==> config.mk <==
export PLATFORM = sky130hd
export DESIGN_NAME = hilo_muldiv_unit
export DESIGN_NICKNAME = d
export VERILOG_FILES = /design/src/rtl/hilo_pkg.sv /design/src/rtl/hilo_iter_core.sv /design/src/rtl/hilo_muldiv_unit.sv
export SDC_FILE = /design/constraint.sdc
export NUM_CORES = 1
export LEC_CHECK = 0
export BUFFER_PORTS_ARGS = -buffer_cell sky130_fd_sc_hd__buf_2
export CORE_MARGIN = 1
export CORE_UTILIZATION = 55
export DETAILED_ROUTE_END_ITERATION = 12
export PLACE_DENSITY = 0.79
export SLEW_MARGIN = 30
export SYNTH_ARGS = -nofsm -noshare
export SYNTH_HDL_FRONTEND = slang
export SYNTH_HIERARCHICAL = 1
export SYNTH_SLANG_ARGS = --single-unit
==> constraint.sdc <==
create_clock -name clk -period 5.1 [get_ports clk]
set_input_delay 0.765 -clock clk [delete_from_list [all_inputs] [get_ports clk]]
set_output_delay 0.765 -clock clk [all_outputs]
set_load 0.005 [all_outputs]
==> src/rtl/hilo_pkg.sv <==
// Shared encodings for the HI/LO multiply/divide unit: op codes, FSM states and the width of the iteration counter.
package hilo_pkg;

  localparam logic [2:0] OP_MULT  = 3'd0;
  localparam logic [2:0] OP_MULTU = 3'd1;
  localparam logic [2:0] OP_DIV   = 3'd2;
  localparam logic [2:0] OP_DIVU  = 3'd3;
  localparam logic [2:0] OP_MTHI  = 3'd4;
  localparam logic [2:0] OP_MTLO  = 3'd5;

  typedef enum logic [1:0] {ST_IDLE, ST_RUN, ST_DONE} state_e;

  function automatic int cnt_w(input int w);
    return $clog2(w) + 1;
  endfunction

endpackage

==> src/rtl/hilo_iter_core.sv <==
// One-bit-per-cycle shared datapath: shift-add multiply or restoring divide on unsigned magnitudes.
module hilo_iter_core
  import hilo_pkg::*;
#(
  parameter int WIDTH = 32
) (
  input  logic                    clk,
  input  logic                    rst,
  input  logic                    load,
  input  logic                    step,
  input  logic                    is_div,
  input  logic [WIDTH-1:0]        a_mag,
  input  logic [WIDTH-1:0]        b_mag,
  output logic [cnt_w(WIDTH)-1:0] count_o,
  output logic [WIDTH-1:0]        hi_o,
  output logic [WIDTH-1:0]        lo_o
);

  localparam int CW = cnt_w(WIDTH);

  logic [CW-1:0]    count_q, count_d;
  logic [WIDTH-1:0] acc_q, acc_d, sreg_q, sreg_d, opnd_q, opnd_d;
  logic             div_q, div_d;
  logic [WIDTH:0]   mul_sum, div_sh;
  logic [WIDTH+1:0] div_diff;

  // Multiply keeps {acc,sreg} as the running product; divide keeps acc as remainder, sreg as dividend/quotient.
  assign mul_sum  = {1'b0, acc_q} + (sreg_q[0] ? {1'b0, opnd_q} : {(WIDTH+1){1'b0}});
  assign div_sh   = {acc_q, sreg_q[WIDTH-1]};
  assign div_diff = {1'b0, div_sh} - {2'b00, opnd_q};

  always_comb begin
    count_d = count_q;
    acc_d   = acc_q;
    sreg_d  = sreg_q;
    opnd_d  = opnd_q;
    div_d   = div_q;
    if (load) begin
      count_d = '0;
      acc_d   = '0;
      sreg_d  = a_mag;
      opnd_d  = b_mag;
      div_d   = is_div;
    end else if (step) begin
      count_d = count_q + {{(CW-1){1'b0}}, 1'b1};
      if (div_q) begin
        acc_d  = div_diff[WIDTH+1] ? div_sh[WIDTH-1:0] : div_diff[WIDTH-1:0];
        sreg_d = {sreg_q[WIDTH-2:0], ~div_diff[WIDTH+1]};
      end else begin
        acc_d  = mul_sum[WIDTH:1];
        sreg_d = {mul_sum[0], sreg_q[WIDTH-1:1]};
      end
    end
  end

  always_ff @(posedge clk or negedge rst) begin
    if (!rst) count_q <= '0;
    else      count_q <= count_d;
  end

  always_ff @(posedge clk) begin
    acc_q  <= acc_d;
    sreg_q <= sreg_d;
    opnd_q <= opnd_d;
    div_q  <= div_d;
  end

  assign count_o = count_q;
  assign hi_o    = acc_q;
  assign lo_o    = sreg_q;

endmodule

==> src/rtl/hilo_muldiv_unit.sv <==
// HI/LO register pair with iterative MULT/MULTU/DIV/DIVU and single-cycle MTHI/MTLO.
// Define HILO_BYPASS_EN to forward same-cycle HI/LO write data onto hi_rdata/lo_rdata.
module hilo_muldiv_unit
  import hilo_pkg::*;
#(
  parameter int WIDTH     = 32,
  parameter int STALL_W   = 6,
  parameter int STALL_IDX = 2
) (
  input  logic               clk,
  input  logic               rst,
  input  logic [STALL_W-1:0] stall,
  input  logic               flush,
  input  logic               start,
  input  logic [2:0]         op,
  input  logic [WIDTH-1:0]   src_a,
  input  logic [WIDTH-1:0]   src_b,
  output logic               stallreq,
  output logic               busy,
  output logic               done,
  output logic               div_zero,
  output logic [WIDTH-1:0]   hi_rdata,
  output logic [WIDTH-1:0]   lo_rdata
);

  localparam int CW = cnt_w(WIDTH);
  localparam logic [CW-1:0] LAST = CW'(WIDTH - 1);

  state_e             state_q, state_d;
  logic [WIDTH-1:0]   hi_q, hi_d, lo_q, lo_d, araw_q, araw_d;
  logic               div_zero_q, div_zero_d, dz_op_q, dz_op_d;
  logic               neg_q, neg_d, rneg_q, rneg_d, isdiv_q, isdiv_d;
  logic               wr_hi, wr_lo;

  logic               accept, start_md, is_md, is_dv, sgn, sa, sb;
  logic [WIDTH-1:0]   a_mag, b_mag, core_hi, core_lo, res_hi, res_lo;
  logic [2*WIDTH-1:0] prod;
  logic [CW-1:0]      count;

  assign is_md    = (op == OP_MULT) | (op == OP_MULTU) | (op == OP_DIV) | (op == OP_DIVU);
  assign is_dv    = (op == OP_DIV) | (op == OP_DIVU);
  assign sgn      = (op == OP_MULT) | (op == OP_DIV);
  assign sa       = sgn & src_a[WIDTH-1];
  assign sb       = sgn & src_b[WIDTH-1];
  // Unsigned W-bit magnitude already covers -2^(W-1), so the most-negative operand needs no special case.
  assign a_mag    = sa ? (~src_a + 1'b1) : src_a;
  assign b_mag    = sb ? (~src_b + 1'b1) : src_b;
  assign accept   = start & ~stall[STALL_IDX] & ~flush & (state_q == ST_IDLE);
  assign start_md = accept & is_md;

  hilo_iter_core #(.WIDTH(WIDTH)) u_core (
    .clk     (clk),
    .rst     (rst),
    .load    (start_md),
    .step    ((state_q == ST_RUN) & ~dz_op_q),
    .is_div  (is_dv),
    .a_mag   (a_mag),
    .b_mag   (b_mag),
    .count_o (count),
    .hi_o    (core_hi),
    .lo_o    (core_lo)
  );

  assign prod = neg_q ? -{core_hi, core_lo} : {core_hi, core_lo};

  always_comb begin
    res_hi = prod[2*WIDTH-1:WIDTH];
    res_lo = prod[WIDTH-1:0];
    if (dz_op_q) begin
      res_hi = araw_q;
      res_lo = '1;
    end else if (isdiv_q) begin
      res_hi = rneg_q ? -core_hi : core_hi;
      res_lo = neg_q  ? -core_lo : core_lo;
    end
  end

  always_comb begin
    state_d    = state_q;
    hi_d       = hi_q;
    lo_d       = lo_q;
    wr_hi      = 1'b0;
    wr_lo      = 1'b0;
    div_zero_d = div_zero_q;
    dz_op_d    = dz_op_q;
    neg_d      = neg_q;
    rneg_d     = rneg_q;
    isdiv_d    = isdiv_q;
    araw_d     = araw_q;
    case (state_q)
      ST_IDLE: if (start_md) state_d = ST_RUN;
      ST_RUN: begin
        if (flush)                         state_d = ST_IDLE;
        else if (dz_op_q || count == LAST) state_d = ST_DONE;
      end
      default: state_d = ST_IDLE;
    endcase
    if (accept) begin
      div_zero_d = is_dv & (src_b == '0);
      if (op == OP_MTHI) begin
        hi_d  = src_a;
        wr_hi = 1'b1;
      end
      if (op == OP_MTLO) begin
        lo_d  = src_a;
        wr_lo = 1'b1;
      end
    end
    if (start_md) begin
      dz_op_d = is_dv & (src_b == '0);
      neg_d   = sa ^ sb;
      rneg_d  = sa;
      isdiv_d = is_dv;
      araw_d  = src_a;
    end
    // The DONE write is committed regardless of stall or flush.
    if (state_q == ST_DONE) begin
      hi_d  = res_hi;
      lo_d  = res_lo;
      wr_hi = 1'b1;
      wr_lo = 1'b1;
    end
  end

  always_ff @(posedge clk or negedge rst) begin
    if (!rst) begin
      state_q    <= ST_IDLE;
      hi_q       <= '0;
      lo_q       <= '0;
      div_zero_q <= 1'b0;
      dz_op_q    <= 1'b0;
      neg_q      <= 1'b0;
      rneg_q     <= 1'b0;
      isdiv_q    <= 1'b0;
    end else begin
      state_q    <= state_d;
      hi_q       <= hi_d;
      lo_q       <= lo_d;
      div_zero_q <= div_zero_d;
      dz_op_q    <= dz_op_d;
      neg_q      <= neg_d;
      rneg_q     <= rneg_d;
      isdiv_q    <= isdiv_d;
    end
  end

  always_ff @(posedge clk) araw_q <= araw_d;

  assign stallreq = start_md | (state_q == ST_RUN);
  assign busy     = (state_q != ST_IDLE);
  assign done     = (state_q == ST_DONE);
  assign div_zero = div_zero_q;

`ifdef HILO_BYPASS_EN
  assign hi_rdata = wr_hi ? hi_d : hi_q;
  assign lo_rdata = wr_lo ? lo_d : lo_q;
`else
  assign hi_rdata = hi_q;
  assign lo_rdata = lo_q;
`endif

endmodule

Word-level counts from Yosys, hierarchy flattened
Index checks and enable logic that the tools add are counted.

Memory bits (read-only): 0. RAM bits: 0. Latch bits: 0. Memories kept: 0. Flip-flop bits (word level): 206.

Bitwise logic cells: 21. Magnitude comparators: 0. Mux-type cells: 27. Multiply operators: 0. Reduce and logical (&&, ||, !) cells: 12. Shifts and indexed selects: 0. Eq/ne operators: 10. $add $sub $neg: 8. Divide/modulo/power cells: 0.

Operators by type and width (number): 2-to-1 mux 32 bit (20); adder 32 x 1 -> 32 bit, second input constant (2); 2-to-1 mux 64 bit (1); negator 32 bit (2); negator 64 bit (1); inverter 32 bit (2); subtractor 33 x 32 -> 34 bit (1); adder 32 x 33 -> 33 bit (1); logical NOT 32 bit (1); 2-to-1 mux 6 bit (2); nonzero test 2 bit (5); bitwise AND 1 bit (8); adder 6 x 1 -> 6 bit, second input constant (1); == test 3 x 2 -> 1 bit, second input constant (2); == test 3 bit, second input constant (2); == test 6 x 5 -> 1 bit, second input constant (1); 2-to-1 mux 2 bit (3); bitwise OR 1 bit (6); AND reduction 2 bit (3); inverter 1 bit (4); one-hot mux 2 bit (2 select lines) (1); == test 3 x 1 -> 1 bit, second input constant (1); logical NOT 3 bit (1); inequality test 3 x 2 -> 1 bit, second input constant (1); other kinds (6) (6).

Longest topological paths before layout
Gate-level depths: netlist (run 1).

Word-level depth: 7. Gate-level depth with buffers: 15. Gate-level depth less buffers: 13.

Cells and area by module
The synthesis (run 1) kept the hierarchy.

Modules (own cells, without submodules): hilo_iter_core (cells each 934, instances 1, area each 8204.1 µm²); hilo_muldiv_unit (cells each 883, instances 1, area each 7596.0 µm²).

Least setup slack after synthesis (run 1)
Ideal clock, no wire load.

Path type: input to register. Start point: input port flush. End point: register u_core.sreg_q[0] (netlist: u_core/lo_o[0]), enable pin. Buffers on the path: 2. Arrival: 3.866 ns. Setup slack: 0.848 ns. Stages: 8. Data required time: 4.713 ns. Cell sequence: nor4_1 and2_1 nand2b_1 clkbuf_1 inv_1 clkbuf_1 nor2_1 inv_1.

Cells in the longest elaborated chain, start to end: 5.

RTL lines: from (decl) (line hilo_muldiv_unit.sv:13) `input logic flush,`; inverter 1 bit (line hilo_muldiv_unit.sv:48) `assign accept = start & ~stall[STALL_IDX] & ~flush & (state_q == ST_IDLE);`; bitwise AND 1 bit (2 in a row) (line hilo_muldiv_unit.sv:48); bitwise AND 1 bit (line hilo_muldiv_unit.sv:49) `assign start_md = accept & is_md;`; via start_md (line hilo_muldiv_unit.sv:35) `logic accept, start_md, is_md, is_dv, sgn, sa, sb;`; nonzero test 2 bit (no line); to (signal assigned) (line hilo_iter_core.sv:63) `sreg_q <= sreg_d;`; to (decl) (line hilo_iter_core.sv:22) `logic [WIDTH-1:0] acc_q, acc_d, sreg_q, sreg_d, opnd_q, opnd_d;`.

The timed path passes the listed nets, and every way through them passes these cells. A chain may end at the register's enable or synchronous reset.

Worst setup path in the final report (run 1)
Start point: register u_core.sreg_q[0] (netlist: u_core/lo_o[0]). End point: register u_core.acc_q[29] (netlist: u_core/hi_o[29]).

Cells in the longest elaborated chain, start to end: 3.

RTL lines: 2-to-1 mux 32 bit (line hilo_iter_core.sv:28) `assign mul_sum = {1'b0, acc_q} + (sreg_q[0] ? {1'b0, opnd_q} : {(WIDTH+1){1'b0}});`; adder 32 x 33 -> 33 bit (line hilo_iter_core.sv:28); 2-to-1 mux 32 bit (line hilo_iter_core.sv:46) `if (div_q) begin`; to (signal assigned) (line hilo_iter_core.sv:62) `acc_q <= acc_d;`; to (decl) (line hilo_iter_core.sv:22).

Every way passes these cells.

==> results of run 1 <==
[per-layer routing]
layer	track usage (%)	wire, um	vias up
li1	-	-	6962
met1	41.6	19800	7103
met2	57.5	23300	679
met3	3.91	3380	106
met4	14.5	2170	0
met5	0	0	-
[cell families after synthesis]
group	after synthesis
AO/OA/AOI/OAI	538
flip-flops	206
buffers and inverters	155
adder cells (fa/ha/maj)	71
multiplexers	60
AND/OR/NAND/NOR	619
XOR/XNOR	168
[how the worst min path moves through the flow]
| stage | from | end | slack, ns | depth (start not counted) |
|---|---|---|---|---|
| finish | rst | lo_rdata[31] | 0.28 | 1 |
| CTS | rst | div_zero | 0.29 | 1 |
| floorplan | araw_q[10] | hi_rdata[10] | 0.45 | 2 |
| global route | rst | div_zero | 0.33 | 1 |
| detailed placement | araw_q[12] | hi_rdata[12] | 0.47 | 2 |
| global placement | araw_q[20] | hi_rdata[20] | 0.47 | 2 |
[cell usage in the layout (no fill, tap or decap), drive strengths merged, types with 15 or more instances in the layout]
master  count
o41ai      16
or3        31
nand3      32
ha         69
dfxtp      32
xor2       93
edfxtp     97
mux2i      49
nor3       47
nand2b     15
a21o       32
dfrtp      77
inv        62
o31ai      22
buf       163
nand2     204
a21oi     108
o22ai      17
a211oi     35
o21ai     133
and2       44
a31oi      21
nand4      16
xnor2      75
clkbuf     31
nor4       21
nor2      133
a32oi      31
[state kept, by name (all words and copies together), names as in the netlist, 2 cells and up]
signal          cells
hi_rdata           32
u_core/hi_o        32
u_core/lo_o        32
lo_rdata           32
state_q             2
araw_q             32
u_core/opnd_q      32
u_core/count_o      6
[metrics by stage]
step | cells | cell area, um^2 | setup WS, ns | util, %
after floorplan | 1817 | 15800 | 0.848 | -
after global placement | 2265 | 16800 | 0.859 | 59.9
after detailed placement | 2265 | 16800 | 0.766 | 59.9
after CTS | 2309 | 17600 | 0.753 | 63.0
after global routing | 2309 | 17700 | 0.490 | 63.0
final | 2309 | 17700 | 0.712 | 63.0
[cells in the mapped netlist (all sizes together) (31+ instances only)]
| library cell | count |
|---|---|
| a211oi | 35 |
| a21o | 32 |
| a21oi | 108 |
| a32oi | 31 |
| and2 | 44 |
| clkbuf | 75 |
| dfrtp | 77 |
| dfxtp | 32 |
| edfxtp | 97 |
| ha | 69 |
| inv | 62 |
| mux2i | 49 |
| nand2 | 204 |
| nand3 | 32 |
| nor2 | 133 |
| nor3 | 47 |
| o21ai | 133 |
| or3 | 31 |
| xnor2 | 75 |
| xor2 | 93 |
[where the power goes]
part | total (mW) | leakage [nW] | switching (mW) | internal [mW]
registers | 2.61 | 2.04 | 0.552 | 2.06
logic | 3.71 | 4.66 | 2.15 | 1.56
clock network | 1.89 | 0.426 | 0.715 | 1.17
[final cells by class]
type | count | area, um^2
flip-flops and latches | 206 | 5480
well taps | 378 | 473
clock buffers | 31 | 667
fillers | 2417 | 10400
inverters | 62 | 235
clock inverters | 13 | 198
repair buffers | 163 | 882
multi-input cells | 1456 | 9720
==> qor.csv, run 1 <==
metric;value;unit
grt_max_degree;78;
holdBufCountCts;0;
hold_viol;0;
outcome;completed;
drive_above_1_share;13.1;%
final-setup-viol-count;0;
drtPass1Iterations;7;
rows;61;
start_util;56.4;%
drt-initial-drc-count;1694;
cp.arrival;4.81;ns
grt_pass1_wl;76.1;mm
dieArea;29400;um^2
synthSimpleGateAreaFrac;19.3;%
fmax;228;MHz
dp_hpwl;36.5;mm
synth_top_family_by_area;compound AO/OA/AOI/OAI gates;
crit_end;u_core/hi_o[29];
die_h;171;um
core_area;28000;um^2
clkTransAtPathRegs;0.06;ns
critPathRequiredTime;5.52;ns
cts_root_buffer;clkbuf_16;
grt_pass1_vias;13800;
tightest_slew;0.959;ns
cts_num_sinks;206;
start_kind;flip-flop;
cts_tree;built;
ir_drop;0.000305;V
ys_warn_count;6;
cp_max_fo;26;
rsz0062_at_grt;no;
grt_usage;33.2;%
cp.buffers_inverters;0;
cp_common_cell;a41oi_1;
fin_nets;2061;
leakage;7.13;nW
p_per_area;465;nW/um^2
postSynthCellCount;1817;
synth_flop_cell;edfxtp_1;
fin_setup_tns;0;ns
ant_nets;0;
vias;14900;
max_cap_violations;0;
die_w;171;um
synthAdderAreaFrac;5.72;%
grt_overflow;0;
cts_buffers;24;
holdWs;0.278;ns
max_stage_delay;0.76;ns
netlist_area;15800;um^2
post_cts_buffers;0;
drt-vias-per-instance;6.43;
synth.distinct_cells;91;
period_needed;4.39;ns
synth_top_cells_by_area;edfxtp_1 (18%), dfrtp_1 (12%), ha_1 (5.5%);
gp_congestion;0.969;
synthesis.nets;1965;
syn_to_final_growth;11.8;%
synthMuxAreaShare;3.91;%
reg2reg_to;u_core/hi_o[29];
slew_headroom;36.1;%
crit_chain;and2_1, ha_1, fa_1, a211oi_1, o21bai_1, a21oi_1, o31ai_1, a41oi_1, o21ai_1, a41oi_1, xor2_1, a2111oi_1;
ys_seq_area_share;34.7;%
cts_max_path_buffers;3;
crit_start;u_core/lo_o[0];
finClkSkew;0.0130;ns
timing.final.crit_share;86.0;%
grt_antenna_before_repair;0;
syn-mean-instance-area;8.70;um^2
min_path_type;in2async;
htreeDepth;1;
io_buffers;139;
synth-seq-cells;206;
wl_per_cell;21.1;um
ios;145;
crit_path_top_delay_cell;edfxtp_1;
synth_area_leader_cell;edfxtp_1;
totalPowerFinal;8.21;mW
drc;0;
wl;48.7;mm
crit_path_end_kind;flip-flop;
synth_xor_area_share;9.31;%
worstSkewPairLatency;0.54;ns
diodes;0;
cts_resized;0;
cp_num_cells;12;
r2r_setup_slack;0.71;ns
netlist.area_leader.share;18.4;%
crit_type;reg2reg;
r2r_cells;12;
synth-compound-area-share;23.1;%
synthArstFlopShare;37.4;%
synth-edff-count;97;
crit_family;compound AO/OA/AOI/OAI gates;
finalMaxSlewViolations;0;
reg2reg_from;u_core/lo_o[0];
Note: power is estimated with default switching activity, not from simulation.
==> inputs of run 2 (changes only) <==
- clock period: 5.1 -> 4.9 ns (I/O delays scaled with it)
==> qor.csv, run 2 (synthesis results as in run 1) <==
metric;value;unit
min_path_type;in2async;
syn_to_final_growth;11.2;%
timing.final.crit_share;85.0;%
period_needed;4.16;ns
worstSkewPairLatency;0.54;ns
max_cap_violations;0;
critPathRequiredTime;5.30;ns
gp_congestion;0.972;
die_w;171;um
crit_type;reg2reg;
dp_hpwl;36.1;mm
cts_buffers;24;
io_buffers;139;
htreeDepth;1;
cts_tree;built;
final_area;17600;um^2
finClkSkew;0.0255;ns
final-setup-viol-count;0;
outcome;completed;
fin_nets;2063;
post-route-util;62.7;%
core_area;28000;um^2
totalPowerFinal;8.30;mW
drtPass1Iterations;6;
grt_pass1_vias;13800;
cts_resized;0;
rsz0062_at_grt;no;
reg2reg_from;u_core/lo_o[0];
tightest_slew;0.997;ns
post_cts_buffers;0;
grt_max_degree;122;
cp_common_cell;a41oi_1;
vias;14900;
dieArea;29400;um^2
clkTransAtPathRegs;0.06;ns
cp.arrival;4.56;ns
ios;145;
crit_chain;and2_1, ha_1, fa_1, a211oi_1, o21bai_1, a21oi_1, o31ai_1, a41oi_1, o21ai_1, a41oi_1, xor2_1, a2111oi_1;
start_util;56.4;%
cts_num_sinks;206;
ir_drop;0.000314;V
cts_max_path_buffers;3;
grt_pass1_wl;75.6;mm
grt_overflow;0;
wl;48.3;mm
finalMaxSlewViolations;0;
ant_nets;0;
setup_ws;0.736;ns
start_kind;flip-flop;
drc;0;
layout_common_cells;nand2_1 (204), buf_2 (138), nor2_1 (129), o21ai_0 (129), a21oi_1 (106);
leakage;7.09;nW
wl_per_cell;20.9;um
grt_usage;32.9;%
fmax;240;MHz
reg2reg_to;u_core/hi_o[29];
dp_worst_setup_slack;0.862;ns
crit_path_top_delay_cell;edfxtp_1;
diodes;0;
r2r_cells;12;
cp_max_fo;22;
die_h;171;um
r2r_setup_slack;0.74;ns
p_per_area;472;nW/um^2
hold_viol;0;
cts_root_buffer;clkbuf_16;
drive_above_1_share;12.9;%
crit_path_end_kind;flip-flop;
drt-vias-per-instance;6.45;
postPlaceCellArea;16800;um^2
slew_headroom;33.5;%
grt_antenna_before_repair;1;
holdBufCountCts;0;
drt-initial-drc-count;1541;
max_stage_delay;0.63;ns
rows;61;
fin_setup_tns;0;ns
layout_commonest_cell;nand2_1;
==> run 2: area by class of cell <==
cell class | instances | area (um^2)
clock buffer | 34 | 678
clock inverter | 10 | 62.6
fill | 2474 | 10400
inverter | 62 | 235
multi-input combinational | 1456 | 9710
sequential | 206 | 5480
tap | 378 | 473
timing repair buffer | 165 | 930
==> run 2: worst max path at each step <==
| stage | slack [ns] | to | startpoint | cells past startpoint |
|---|---|---|---|---|
| finish | 0.74 | u_core/hi_o[29] | u_core/lo_o[0] | 12 |
| global route | 0.40 | u_core/hi_o[29] | u_core/lo_o[0] | 12 |
| CTS | 0.81 | u_core/hi_o[29] | u_core/lo_o[0] | 12 |
| detailed placement | 0.86 | u_core/hi_o[29] | u_core/lo_o[0] | 12 |
| global placement | 0.97 | u_core/hi_o[29] | u_core/lo_o[0] | 12 |
| floorplan | 0.68 | u_core/lo_o[0] | flush | 8 |
==> run 2: where the power goes <==
| part | switching (mW) | internal, mW | total, mW |
|---|---|---|---|
| Clock | 0.738 | 0.964 | 1.70 |
| Combinational | 2.27 | 1.63 | 3.90 |
| Sequential | 0.553 | 2.14 | 2.69 |
==> run 2: metal layers <==
layer | routed length, um | track usage [%]
met5 | 0 | 0
met4 | 2400 | 16.0
met3 | 3910 | 4.83
met2 | 22600 | 55.2
met1 | 19400 | 41.6
==> run 2: per-stage QoR <==
step	instances	hold slack, ns
3_5_place_dp	2267	0.474
4_1_cts	2311	0.263
3_3_place_gp	2266	0.464
5_1_grt	2311	0.266
2_1_floorplan	1817	0.439
6_report	2311	0.209
==> run 2: critical path, delay by kind of cell, from the launching register on <==
family | cells | cell delay [ns]
XOR/XNOR | 1 | 0.10
AND/OR/NAND/NOR | 1 | 0.25
adder cells (fa/ha/maj) | 2 | 0.67
flip-flops | 1 | 0.63
AO/OA/AOI/OAI | 8 | 2.37
